<file path="src/rtl/cnn_pkg.sv">
// Shared CNN datapath types and helpers: pooling mode/state enums and the
// signed saturation helper used by the conv, accumulate and pool stages.
package cnn_pkg;

  typedef enum logic {
    POOL_MAX = 1'b0,
    POOL_AVG = 1'b1
  } pool_mode_e;

  typedef enum logic [1:0] {
    IDLE  = 2'd0,
    ACCUM = 2'd1,
    HOLD  = 2'd2
  } pool_state_e;

  // Clamp a wide signed value into the signed range of a narrower field.
  function automatic logic signed [63:0] sat_signed(input logic signed [63:0] value,
                                                    input int width);
    logic signed [63:0] max_v;
    logic signed [63:0] min_v;
    max_v = (64'sd1 <<< (width - 1)) - 64'sd1;
    min_v = -(64'sd1 <<< (width - 1));
    if (value > max_v) begin
      return max_v;
    end else if (value < min_v) begin
      return min_v;
    end else begin
      return value;
    end
  endfunction

endpackage

</file>
<file path="src/rtl/pool_lane.sv">
// One pooling lane: accumulator (running max or running sum) plus the
// registered pooled result. Optional relu clamp under POOL_FUSED_RELU_EN.
module pool_lane
  import cnn_pkg::*;
#(
  parameter int DATA_W   = 16,
  parameter int WIN_LOG2 = 2
) (
  input  logic              clk,
  input  logic              rst,
  input  logic              i_load,
  input  logic              i_update,
  input  logic              i_finalize,
  input  logic              i_mode,
  input  logic [DATA_W-1:0] i_data,
  output logic [DATA_W-1:0] o_result
);

  localparam int ACC_W = DATA_W + WIN_LOG2 + 1;

  pool_mode_e              w_mode;
  logic signed [ACC_W-1:0] r_acc;
  logic signed [ACC_W-1:0] w_d_ext;
  logic signed [ACC_W-1:0] w_sum;
  logic signed [ACC_W-1:0] w_max;
  logic signed [ACC_W-1:0] w_acc_next;
  logic signed [ACC_W-1:0] w_shifted;
  logic signed [63:0]      w_shift_wide;
  logic signed [DATA_W-1:0] w_pooled;
  logic signed [DATA_W-1:0] w_result;
  logic [DATA_W-1:0]        r_result;

  assign w_mode  = pool_mode_e'(i_mode);
  assign w_d_ext = {{(ACC_W - DATA_W){i_data[DATA_W-1]}}, i_data};
  assign w_sum   = r_acc + w_d_ext;
  assign w_max   = (w_d_ext > r_acc) ? w_d_ext : r_acc;

  always_comb begin
    w_acc_next = r_acc;
    if (i_load) begin
      w_acc_next = w_d_ext;
    end else if (i_update) begin
      w_acc_next = (w_mode == POOL_AVG) ? w_sum : w_max;
    end
  end

  assign w_shifted    = w_acc_next >>> WIN_LOG2;
  assign w_shift_wide = {{(64 - ACC_W){w_shifted[ACC_W-1]}}, w_shifted};

  // A load that also finalizes is a single-element window: pass the sample through unshifted.
  always_comb begin
    if (i_load) begin
      w_pooled = $signed(i_data);
    end else if (w_mode == POOL_AVG) begin
      w_pooled = DATA_W'(sat_signed(w_shift_wide, DATA_W));
    end else begin
      w_pooled = w_acc_next[DATA_W-1:0];
    end
  end

`ifdef POOL_FUSED_RELU_EN
  assign w_result = w_pooled[DATA_W-1] ? '0 : w_pooled;
`else
  assign w_result = w_pooled;
`endif

  always_ff @(posedge clk) begin
    if (rst) begin
      r_acc    <= '0;
      r_result <= '0;
    end else begin
      r_acc <= w_acc_next;
      if (i_finalize) begin
        r_result <= w_result;
      end
    end
  end

  assign o_result = r_result;

endmodule

</file>
<file path="src/rtl/pool_stream.sv">
// Streaming multi-lane max/avg pooling over s_first..s_last framed windows.
// Optional fused relu on the output when POOL_FUSED_RELU_EN is defined.
module pool_stream
  import cnn_pkg::*;
#(
  parameter int CHANNELS = 6,
  parameter int DATA_W   = 16,
  parameter int WIN_LOG2 = 2
) (
  input  logic                       clk,
  input  logic                       rst,
  input  logic                       cfg_mode,
  input  logic                       s_valid,
  output logic                       s_ready,
  input  logic                       s_first,
  input  logic                       s_last,
  input  logic [CHANNELS*DATA_W-1:0] s_data,
  output logic                       m_valid,
  input  logic                       m_ready,
  output logic [CHANNELS*DATA_W-1:0] m_data,
  output logic                       err_frame
);

  localparam int              CNT_W   = WIN_LOG2 + 2;
  localparam logic [CNT_W-1:0] CNT_WIN = CNT_W'(2 ** WIN_LOG2);
  localparam logic [CNT_W-1:0] CNT_SAT = CNT_W'(2 ** WIN_LOG2 + 1);

  pool_state_e      r_state;
  pool_mode_e       r_mode;
  logic [CNT_W-1:0] r_cnt;
  logic [CNT_W-1:0] w_cnt_inc;
  logic             r_m_valid;
  logic             r_err;
  logic             w_accept;
  logic             w_load;
  logic             w_update;
  logic             w_finalize;
  logic             w_lane_mode;

  // In HOLD the input only advances when the held result leaves in the same cycle.
  assign s_ready   = (r_state != HOLD) || m_ready;
  assign w_accept  = s_valid && s_ready;
  assign w_cnt_inc = (r_cnt == CNT_SAT) ? r_cnt : r_cnt + 1'b1;

  always_comb begin
    w_load      = 1'b0;
    w_update    = 1'b0;
    w_finalize  = 1'b0;
    w_lane_mode = r_mode;
    if (w_accept) begin
      if (s_first) begin
        w_load      = 1'b1;
        w_lane_mode = cfg_mode;
        w_finalize  = s_last;
      end else if (r_state == ACCUM) begin
        w_update   = 1'b1;
        w_finalize = s_last;
      end
    end
  end

  always_ff @(posedge clk) begin
    if (rst) begin
      r_state   <= IDLE;
      r_mode    <= POOL_MAX;
      r_cnt     <= '0;
      r_m_valid <= 1'b0;
      r_err     <= 1'b0;
    end else begin
      r_err <= 1'b0;
      unique case (r_state)
        IDLE, HOLD: begin
          if ((r_state == IDLE) || m_ready) begin
            r_m_valid <= 1'b0;
            r_state   <= IDLE;
            if (w_accept) begin
              if (s_first) begin
                r_mode    <= pool_mode_e'(cfg_mode);
                r_cnt     <= CNT_W'(1);
                r_state   <= s_last ? HOLD : ACCUM;
                r_m_valid <= s_last;
              end else begin
                r_err <= 1'b1;
              end
            end
          end
        end
        ACCUM: begin
          if (w_accept) begin
            if (s_first) begin
              r_err  <= 1'b1;
              r_mode <= pool_mode_e'(cfg_mode);
              r_cnt  <= CNT_W'(1);
              if (s_last) begin
                r_state   <= HOLD;
                r_m_valid <= 1'b1;
              end
            end else begin
              r_cnt <= w_cnt_inc;
              if (s_last) begin
                r_state   <= HOLD;
                r_m_valid <= 1'b1;
                if ((r_mode == POOL_AVG) && (w_cnt_inc != CNT_WIN)) begin
                  r_err <= 1'b1;
                end
              end
            end
          end
        end
        default: begin
          r_state   <= IDLE;
          r_m_valid <= 1'b0;
        end
      endcase
    end
  end

  assign m_valid   = r_m_valid;
  assign err_frame = r_err;

  generate
    for (genvar gi = 0; gi < CHANNELS; gi++) begin : g_lane
      pool_lane #(
        .DATA_W  (DATA_W),
        .WIN_LOG2(WIN_LOG2)
      ) u_lane (
        .clk       (clk),
        .rst       (rst),
        .i_load    (w_load),
        .i_update  (w_update),
        .i_finalize(w_finalize),
        .i_mode    (w_lane_mode),
        .i_data    (s_data[gi*DATA_W +: DATA_W]),
        .o_result  (m_data[gi*DATA_W +: DATA_W])
      );
    end
  endgenerate

endmodule

</file>
<file path="config.mk">
export PLATFORM = sky130hd
export DESIGN_NAME = pool_stream
export DESIGN_NICKNAME = d
export VERILOG_FILES = /design/src/rtl/cnn_pkg.sv /design/src/rtl/pool_lane.sv /design/src/rtl/pool_stream.sv
export SDC_FILE = /design/constraint.sdc
export NUM_CORES = 1
export LEC_CHECK = 0
export ABC_AREA = 0
export BUFFER_PORTS_ARGS = -buffer_cell sky130_fd_sc_hd__buf_2
export CAP_MARGIN = 20
export CORE_ASPECT_RATIO = 0.8
export CORE_UTILIZATION = 36
export DETAILED_ROUTE_END_ITERATION = 10
export PLACE_DENSITY_LB_ADDON = 0.25
export SLEW_MARGIN = 30
export SYNTH_ARGS = -nofsm -noshare
export SYNTH_HDL_FRONTEND = slang
export SYNTH_HIERARCHICAL = 1
export SYNTH_SLANG_ARGS = --single-unit
</file>
<file path="constraint.sdc">
create_clock -name clk -period 4.4 [get_ports clk]
set_input_delay 0.22 -clock clk [delete_from_list [all_inputs] [get_ports clk]]
set_output_delay 0.22 -clock clk [all_outputs]
set_load 0.01 [all_outputs]
</file>
After elaboration in Yosys (flattened, before gate mapping)
Index checks and enable logic that the tools add are counted.
W data, S select, Z words.
- register bits after elaboration: 219
- bits in latches: 0
- bits in writable memories: 0
- ROM bits: 0
- input port bits: 103
- output and inout port bits: 99
- logic and storage cells: 150
- memories: 0
- $add $sub $neg: 7
- $mul: 0
- div/mod/pow operators: 0
- magnitude comparators: 18
- eq/ne operators: 10
- shift-type cells: 0
- muxes and demuxes: 88
- bitwise operators: 0
- reductions and logical operators: 10
- operator list (operator ; count):
    $mux W19 ; 24
    $mux W16 ; 24
    $add A19 B16 Y19 ; 6
    $gt A16 B19 Y1 ; 6
    $gt A17 B16 Y1 const B ; 6
    $lt A17 B16 Y1 const B ; 6
    $mux W4 ; 6
    $mux W1 ; 23
    $mux W2 ; 6
    $ne A2 B2 Y1 const B ; 6
    $pmux W4 S2 ; 1
    $pmux W1 S2 ; 3
    $reduce_and A5 Y1 ; 1
    $add A4 B1 Y4 const B ; 1
    $eq A4 B3 Y1 const B ; 1
    $ne A4 B3 Y1 const B ; 1
    $pmux W2 S2 ; 1
    $reduce_and A3 Y1 ; 1
    $eq A2 B1 Y1 const B ; 1
    $eq A2 B2 Y1 const B ; 1
    $logic_and A1 B1 Y1 ; 2
    $logic_not A2 Y1 ; 1
    $logic_or A1 B1 Y1 ; 2
    $reduce_and A2 Y1 ; 1
    other kinds (2) ; 2

Depth between registers and ports, before layout
Gate-level depths: netlist (run 1).
- depth after elaboration: 12
- mapped depth: 14
- mapped depth without buffers: 13

Hierarchy
The synthesis (run 1) kept the hierarchy.
- by module, submodules not included (module ; instances ; cells each ; area each (um^2) ; seq. area each (um^2)):
    pool_lane (g_lane[0].u_lane ...) ; 4 ; 503 ; 3726.1 ; 700.7
    pool_lane (g_lane[1].u_lane) ; 1 ; 473 ; 3548.4 ; 700.7
    pool_lane (g_lane[5].u_lane) ; 1 ; 452 ; 3494.6 ; 700.7
    pool_stream ; 1 ; 67 ; 538.0 ; 160.2

Worst setup path after synthesis (run 1)
No wires, ideal clock.
- path kind: register -> register
- start: register m_valid (netlist name)
- end: register g_lane[5].u_lane.r_result[10]
- setup time: 139 ps
- arrival: 3836 ps
- required time: 4261 ps
- slack: 425 ps
- stages on the path, launching flop included: 14
- buffers on the path: 1
- period minus slack after synthesis: 3975 ps
- cell sequence: dfxtp_1 > nand2b_2 > nor2_1 > nor2_1 > mux2_4 > clkbuf_1 > nand2_1 > nor2_1 > and4_1 > or4_1 > a21o_4 > o41ai_4 > nand2b_2 > o32ai_2
- RTL lines (what ; line ; RTL):
    end signal: assignment ; pool_lane.sv:74 ; r_result <= w_result;
    end: declaration ; pool_lane.sv:31 ; logic [DATA_W-1:0] r_result;

Worst setup path after layout (run 1)
- start: register g_lane[5].u_lane.r_acc[0]
- end: register g_lane[5].u_lane.r_result[12]
- cells in the longest elaborated chain, start to end: 10
- elaborated cells on any way between the ends: 12
- those cells by class: add/sub (1); order compare (3); mux (8)
- RTL lines (what ; line ; RTL):
    start: declaration ; pool_lane.sv:22 ; logic signed [ACC_W-1:0] r_acc;
    start signal: assignment ; pool_lane.sv:72 ; r_acc <= w_acc_next;
    $gt A16 B19 Y1 ; pool_lane.sv:36 ; assign w_max = (w_d_ext > r_acc) ? w_d_ext : r_acc;
    $mux W19 ; pool_lane.sv:36 ;
    $mux W19 * ; pool_lane.sv:43 ; w_acc_next = (w_mode == POOL_AVG) ? w_sum : w_max;
    $mux W19 * ; pool_lane.sv:42 ; end else if (i_update) begin
    $mux W19 * ; pool_lane.sv:40 ; if (i_load) begin
    $lt A17 B16 Y1 ; cnn_pkg.sv:25 ; end else if (value < min_v) begin
    $mux W16 ; cnn_pkg.sv:25 ;
    $mux W16 ; cnn_pkg.sv:23 ; if (value > max_v) begin
    $mux W16 * ; pool_lane.sv:54 ; end else if (w_mode == POOL_AVG) begin
    $mux W16 * ; pool_lane.sv:52 ; if (i_load) begin
Mark *: on every way between the ends. The rest lies on a longest branch, timed or not.
A chain may end at the register's enable or synchronous reset.

==> results of run 1 <==
[registers in the layout, indices dropped and copies added, names as in the netlist]
| name | count |
|---|---|
| m_valid | 1 |
| g_lane.u_lane/o_result | 96 |
| r_cnt | 4 |
| err_frame | 1 |
| r_state | 1 |
| r_mode | 1 |
| g_lane.u_lane/r_acc | 114 |
[synthesized netlist by cell type (all sizes together), types with 42 or more instances]
master  instances
inv           241
a21oi         241
a211oi         52
o21ai         206
mux2i          60
buf            45
xnor2          55
nand2         234
nor2b         104
ha            224
nor2          307
nand3          42
clkbuf        104
dfxtp         218
nor3           90
o31ai          44
o22ai          67
[per-layer routing]
layer  wire length, um  vias to the layer above
li1                  -                    11455
met1             40000                    11179
met2             32600                      908
met3              6350                      108
met4              1950                        6
met5                32                        -
[cell families (layout without fill, tap and decap cells)]
| family | count (synthesis) | count (layout) |
|---|---|---|
| flip-flops | 218 | 218 |
| AND/OR/NAND/NOR | 985 | 985 |
| other | 0 | 6 |
| adder cells (fa/ha/maj) | 230 | 230 |
| XOR/XNOR | 72 | 72 |
| AO/OA/AOI/OAI | 1028 | 1028 |
| buffers and inverters | 399 | 610 |
| multiplexers | 72 | 72 |
[power breakdown]
group	leakage (nW)	internal [mW]	switching (mW)
logic	8.14	0.933	1.55
clock network	0.463	1.41	1.04
registers	1.78	2.09	0.101
[worst max-delay path, stage by stage (launching register included)]
cell and delay [ps]:
dfxtp_1 410, ha_1 210, inv_1 60, fa_1 460
o21ba_1 210, or4_1 430, a311o_1 390, a31oi_4 270
a21oi_2 110, mux2i_4 220, a211o_4 380, o311ai_2 470
a221o_1 190, o31ai_1 70
[layout make-up]
class / count / area share
well taps: 830 / 0.0403
flip-flops and latches: 218 / 0.169
clock inverters: 14 / 0.00510
clock buffers: 39 / 0.0316
multi-input cells: 2387 / 0.643
repair buffers: 307 / 0.0740
diodes: 6 / 0.000583
inverters: 250 / 0.0364
[worst paths after layout]
path	from	endpoint	slack, ps	cells past startpoint
setup reg to reg	g_lane[5].u_lane/r_acc[0]	g_lane[5].u_lane/o_result[12]	400	13
hold / removal	s_data[89]	g_lane[5].u_lane/o_result[9]	30	3
setup / recovery	g_lane[5].u_lane/r_acc[0]	g_lane[5].u_lane/o_result[12]	400	13
hold reg to reg	g_lane[0].u_lane/o_result[10]	g_lane[0].u_lane/o_result[10]	450	2
[per-stage QoR]
step	hold slack, ps	util	total power [mW]	setup WS, ps
2_1_floorplan	361	-	3.91	425
6_report	29.8	0.420	7.11	403
3_5_place_dp	440	0.400	4.63	475
3_3_place_gp	438	0.400	4.64	554
5_1_grt	12.9	0.420	7.49	198
4_1_cts	2.02	0.419	7.13	442
==> results.sh, run 1 <==
export IMPL_gr_max_usage_layer="met1"
export IMPL_grt_use_met2=0.347
export IMPL_cap_viol_max_count=0
export IMPL_globalRouteMet3Util=0.0403
export IMPL_cts_made_buffers=29
export IMPL_synth_largest_area_cell="dfxtp_1"
export IMPL_filler_cell_count=6446
export IMPL_cts_resized=0
export IMPL_mostFrequentLayoutCells="nor2_1 (305), inv_1 (235), a21oi_1 (235), nand2_1 (234), ha_1 (224)"
export IMPL_clock_fmax_mhz=250
export IMPL_critPathRequiredTime_ps=4860
export IMPL_yosysSeqAreaShare=0.194
export IMPL_port_buffers=201
export IMPL_cts_tree="built"
export IMPL_antenna_found_initial=10
export IMPL_grt_total_usage=0.248
export IMPL_grt_pass1_vias=21686
export IMPL_clkTransAtPathRegs_ps=60
export IMPL_start_util=0.366
export IMPL_die_w_um=281
export IMPL_grt_overflow_total=0
export IMPL_multi_input_area_sq_um=16600
export IMPL_finalSetupViolations=0
export IMPL_gp_congestion=0.930
export IMPL_cts_buffer_depth=3
export IMPL_nNetsFinal=3526
export IMPL_drc=0
export IMPL_io_pins=202
export IMPL_die_area_sq_um=63500
export IMPL_finalCriticalPeriod_ps=4000
export IMPL_hpwl_um=60400
export IMPL_rsz0062_at_grt="false"
export IMPL_vdd_drop_max_mv=0.289
export IMPL_crit_fanout=5
export IMPL_fin_crit_sh=0.908
export IMPL_cp_end_kind="flip-flop"
export IMPL_muxShareOfSynthArea=0.0334
export IMPL_min_path_type="input pin to flip-flop"
export IMPL_synth_compound_area_frac=0.328
export IMPL_clock_sinks=218
export IMPL_cts_root_buf="clkbuf_16"
export IMPL_clk_latency_ps=590
export IMPL_p_leak_nw=10.4
export IMPL_cts_max_level=1
export IMPL_critPathArrivalTime_ps=4450
export IMPL_drive_above_1_share=0.138
export IMPL_grt_max_degree=112
export IMPL_synthSimpleGateAreaFrac=0.216
export IMPL_fp_coreArea_sq_um=61400
export IMPL_ys_flop_type="dfxtp_1"
export IMPL_grt_pass1_wl_um=126000
export IMPL_met1_usage=0.381
export IMPL_wirelength_um=80900
export IMPL_synth_top_family_by_area="compound AO/OA/AOI/OAI gates"
export IMPL_vias=23656
export IMPL_final_setup_skew_ps=12.8
export IMPL_powerDensity_nw_per_um2=276
export IMPL_cts_hold_buffers=25
export IMPL_dr_first_iter_drc_count=2347
export IMPL_final_common_cell="nor2_1"
export IMPL_synthTopCellsByArea="dfxtp_1 (19%), ha_1 (12%), a21oi_1 (5.2%)"
export IMPL_yosys_area_top_type_share=0.194
export IMPL_drv_slew=0
export IMPL_place_inst=3967
export IMPL_area_growth_pct=14.6
export IMPL_netlist_area_sq_um=22500
export IMPL_finalHoldViolations=0
export IMPL_ys_warn_count=6
export IMPL_postCtsSetupBuffers=0
export IMPL_firstDrtPassIters=5
export IMPL_yosys_area_share_xor_xnor=0.0280
export IMPL_syn_nets=3337
export IMPL_synth_fa_ha_area_frac=0.130
export IMPL_synth_edf_count=0
export IMPL_seq_area_sq_um=4360
export IMPL_avgSynthCellArea_sq_um=7.49
export IMPL_status="finished, final reports clean"
export IMPL_final_area_sq_um=25800
export IMPL_worst_pin_slew_ps=865
export IMPL_yosys_register_bits=218
export IMPL_crit_path_start_kind="flip-flop"
export IMPL_ant_nets=0
export IMPL_synth_cells=3004
export IMPL_wl_per_cell_um=20.0
export IMPL_viasPerCell=5.84
export IMPL_crit_type="flip-flop to flip-flop"
export IMPL_relSlewSlack=0.417
export IMPL_synthArstFlopShare=0
export IMPL_die_y_um=226
export IMPL_placed_cell_area_sq_um=24600
export IMPL_synth_cell_type_count=106
export IMPL_rows=81
export IMPL_finalSetupTns_ps=0
export IMPL_layout_cells_non_filler=4051
Power figures use the tool's default switching activity.
==> inputs of run 2 (changes only) <==
CORE_ASPECT_RATIO = default   (was 0.8)
SLEW_MARGIN = default   (was 30)
SYNTH_HIERARCHICAL = default   (was 1)
==> results.sh, run 2 <==
export IMPL_status="finished, final reports clean"
export IMPL_ys_flop_type="dfxtp_1"
export IMPL_io_pins=202
export IMPL_grt_pass1_vias=21457
export IMPL_yosys_register_bits=218
export IMPL_drive_above_1_share=0.131
export IMPL_crit_fanout=14
export IMPL_crit_chain="ha_1 -> inv_1 -> fa_1 -> nor2_1 -> o311a_1 -> o221a_2 -> o21a_1 -> a221o_1 -> a311oi_2 -> xnor2_1 -> o221ai_4 -> nor3_1 -> nor2_2 -> a2111oi_0"
export IMPL_powerDensity_nw_per_um2=309
export IMPL_clkPwrFrac=0.383
export IMPL_rsz0062_at_grt="false"
export IMPL_fin_crit_sh=0.912
export IMPL_r2r_start="g_lane[5].u_lane.r_acc[0]"
export IMPL_avgSynthCellArea_sq_um=7.29
export IMPL_clock_sinks=218
export IMPL_clkTransAtPathRegs_ps=60
export IMPL_p_seq_frac=0.296
export IMPL_crit_slowest_cell="nor2_2"
export IMPL_synth_largest_area_cell="dfxtp_1"
export IMPL_critPathArrivalTime_ps=4430
export IMPL_drv_slew=0
export IMPL_cap_viol_max_count=0
export IMPL_critPathRequiredTime_ps=4820
export IMPL_cts_buffer_depth=3
export IMPL_rows=87
export IMPL_synthTopCellsByArea="dfxtp_1 (21%), ha_1 (13%), a21oi_1 (7.1%)"
export IMPL_place_inst=3693
export IMPL_wl_per_cell_um=21.4
export IMPL_reg2reg_slack_ps=390
export IMPL_cts_max_level=1
export IMPL_port_buffers=201
export IMPL_cts_tree="built"
export IMPL_wirelength_um=81000
export IMPL_dr_first_iter_drc_count=2077
export IMPL_crit_path_start_kind="flip-flop"
export IMPL_synthArstFlopShare=0
export IMPL_cts_root_buf="clkbuf_16"
export IMPL_yosys_area_top_type_share=0.210
export IMPL_final_common_cell="nor2_1"
export IMPL_die_area_sq_um=58700
export IMPL_synth_cell_type_count=101
export IMPL_p_leak_nw=10.1
export IMPL_drc=0
export IMPL_grt_overflow_total=0
export IMPL_vias=22393
export IMPL_finalSetupViolations=0
export IMPL_worst_pin_slew_ps=1190
export IMPL_slowest_delay_ps=630
export IMPL_switching_share=0.359
export IMPL_post_synth_top_count_cell="nor2_1"
export IMPL_antenna_found_initial=2
export IMPL_vdd_drop_max_mv=0.327
export IMPL_viasPerCell=5.92
export IMPL_regMostFlops="g_lane.u_lane.r_acc"
export IMPL_mostFrequentLayoutCells="nor2_1 (320), a21oi_1 (293), inv_1 (232), ha_1 (224), dfxtp_1 (218)"
export IMPL_synth_common_cells="nor2_1 (325), a21oi_1 (293), inv_1 (232)"
export IMPL_grt_pass1_wl_um=124000
export IMPL_synth_cells=2852
export IMPL_switchingPower_mw=2.67
export IMPL_p_int_mw=4.76
export IMPL_ys_warn_count=0
export IMPL_firstDrtPassIters=5
export IMPL_reg2regPathDepth=14
export IMPL_finalCriticalPeriod_ps=4010
export IMPL_syn_nets=3185
export IMPL_clock_fmax_mhz=249
export IMPL_grt_total_usage=0.264
export IMPL_gp_congestion=0.929
export IMPL_die_y_um=242
export IMPL_area_growth_pct=15.6
export IMPL_cts_made_buffers=31
export IMPL_p_comb_frac=0.321
export IMPL_cp_end_kind="flip-flop"
export IMPL_finalHoldViolations=0
export IMPL_hpwl_um=57600
export IMPL_relSlewSlack=0.208
export IMPL_clk_latency_ps=600
export IMPL_die_w_um=242
export IMPL_ant_nets=0
export IMPL_critPathLaunch="g_lane[5].u_lane.r_acc[0]"
export IMPL_start_util=0.366
export IMPL_fp_coreArea_sq_um=56700
export IMPL_nNetsFinal=3337
export IMPL_min_path_type="input pin to flip-flop"
export IMPL_finalSetupTns_ps=0
export IMPL_final_setup_skew_ps=14.0
export IMPL_synth_edf_count=0
export IMPL_largest_reg_flops=114
export IMPL_whs_ps=20.6
export IMPL_crit_end="g_lane[5].u_lane.o_result[11]"
export IMPL_grt_max_degree=128
export IMPL_crit_type="flip-flop to flip-flop"
export IMPL_yosysSeqAreaShare=0.210
export IMPL_layout_cells_non_filler=3783
export IMPL_r2r_end="g_lane[5].u_lane.o_result[11]"
export IMPL_netlist_area_sq_um=20800
run 2: cell families (layout without fill, tap and decap cells):
kind of cell | count (synthesis) | count (layout) | synth area share
AO/OA/AOI/OAI | 1007 | 1007 | 0.323
AND/OR/NAND/NOR | 866 | 866 | 0.194
buffers and inverters | 412 | 585 | 0.0793
adder cells (fa/ha/maj) | 230 | 230 | 0.141
flip-flops | 218 | 218 | 0.210
XOR/XNOR | 88 | 88 | 0.0371
multiplexers | 31 | 31 | 0.0152
other | 0 | 2 | 0
run 2: routing by layer:
metal,GRT usage,vias to the layer above,share of wire
met5,0,-,0.000074
li1,-,10618,-
met2,0.423,904,0.45
met4,0.0953,2,0.035
met1,0.358,10701,0.45
met3,0.0377,168,0.074
run 2: timing repair:
action	in CTS	in global routing
gates resized for setup	0	2
hold endpoints to repair	36	0
setup buffers	0	0
hold buffers	34	0
endpoints found under the setup margin	0	9
run 2: how the worst min path moves through the flow:
stage | startpoint | to | slack (ps) | cells past startpoint
floorplan | s_valid | r_state[0] | 330 | 1
CTS | s_data[20] | g_lane[1].u_lane.o_result[4] | 0.6 | 3
global route | s_data[1] | g_lane[0].u_lane.r_acc[1] | 40 | 3
global placement | r_cnt[3] | r_cnt[3] | 450 | 2
finish | s_data[1] | g_lane[0].u_lane.r_acc[1] | 20 | 3
detailed placement | g_lane[2].u_lane.o_result[11] | g_lane[2].u_lane.o_result[11] | 470 | 2
run 2: final cells by class:
type / count / area, sq um
clock buffer: 39 / 866
inverter: 234 / 878
tap: 756 / 946
fill: 5755 / 32700
antenna: 2 / 5.00
sequential: 218 / 4360
timing repair buffer: 297 / 1860
multi-input combinational: 2222 / 14800
clock inverter: 15 / 262
run 2: worst max-delay path: cells and delay by family, from the launching register on:
kind / cells / cell delay [ps]
flip-flops: 1 / 350
AO/OA/AOI/OAI: 7 / 2010
AND/OR/NAND/NOR: 3 / 840
XOR/XNOR: 1 / 150
buffers and inverters: 1 / 70
adder cells (fa/ha/maj): 2 / 420
run 2: through the flow:
step | worst slack (ps) | cell area, sq um | power, mW | utilization
finish | 387 | 24000 | 7.43 | 0.424
global placement | 404 | 22500 | 4.52 | 0.398
global route | 55.0 | 24000 | 7.78 | 0.423
detailed placement | 328 | 22500 | 4.55 | 0.398
floorplan | 966 | 20800 | 3.82 | -
CTS | 274 | 24000 | 7.43 | 0.423
run 2: power groups by stage:
stage,Combinational [mW],Sequential (mW),Clock (mW)
after floorplan,1.58,2.24,0
after global placement,2.29,2.23,0
after detailed placement,2.31,2.24,0
after CTS,2.35,2.20,2.89
after global routing,2.61,2.21,2.96
final,2.39,2.20,2.84
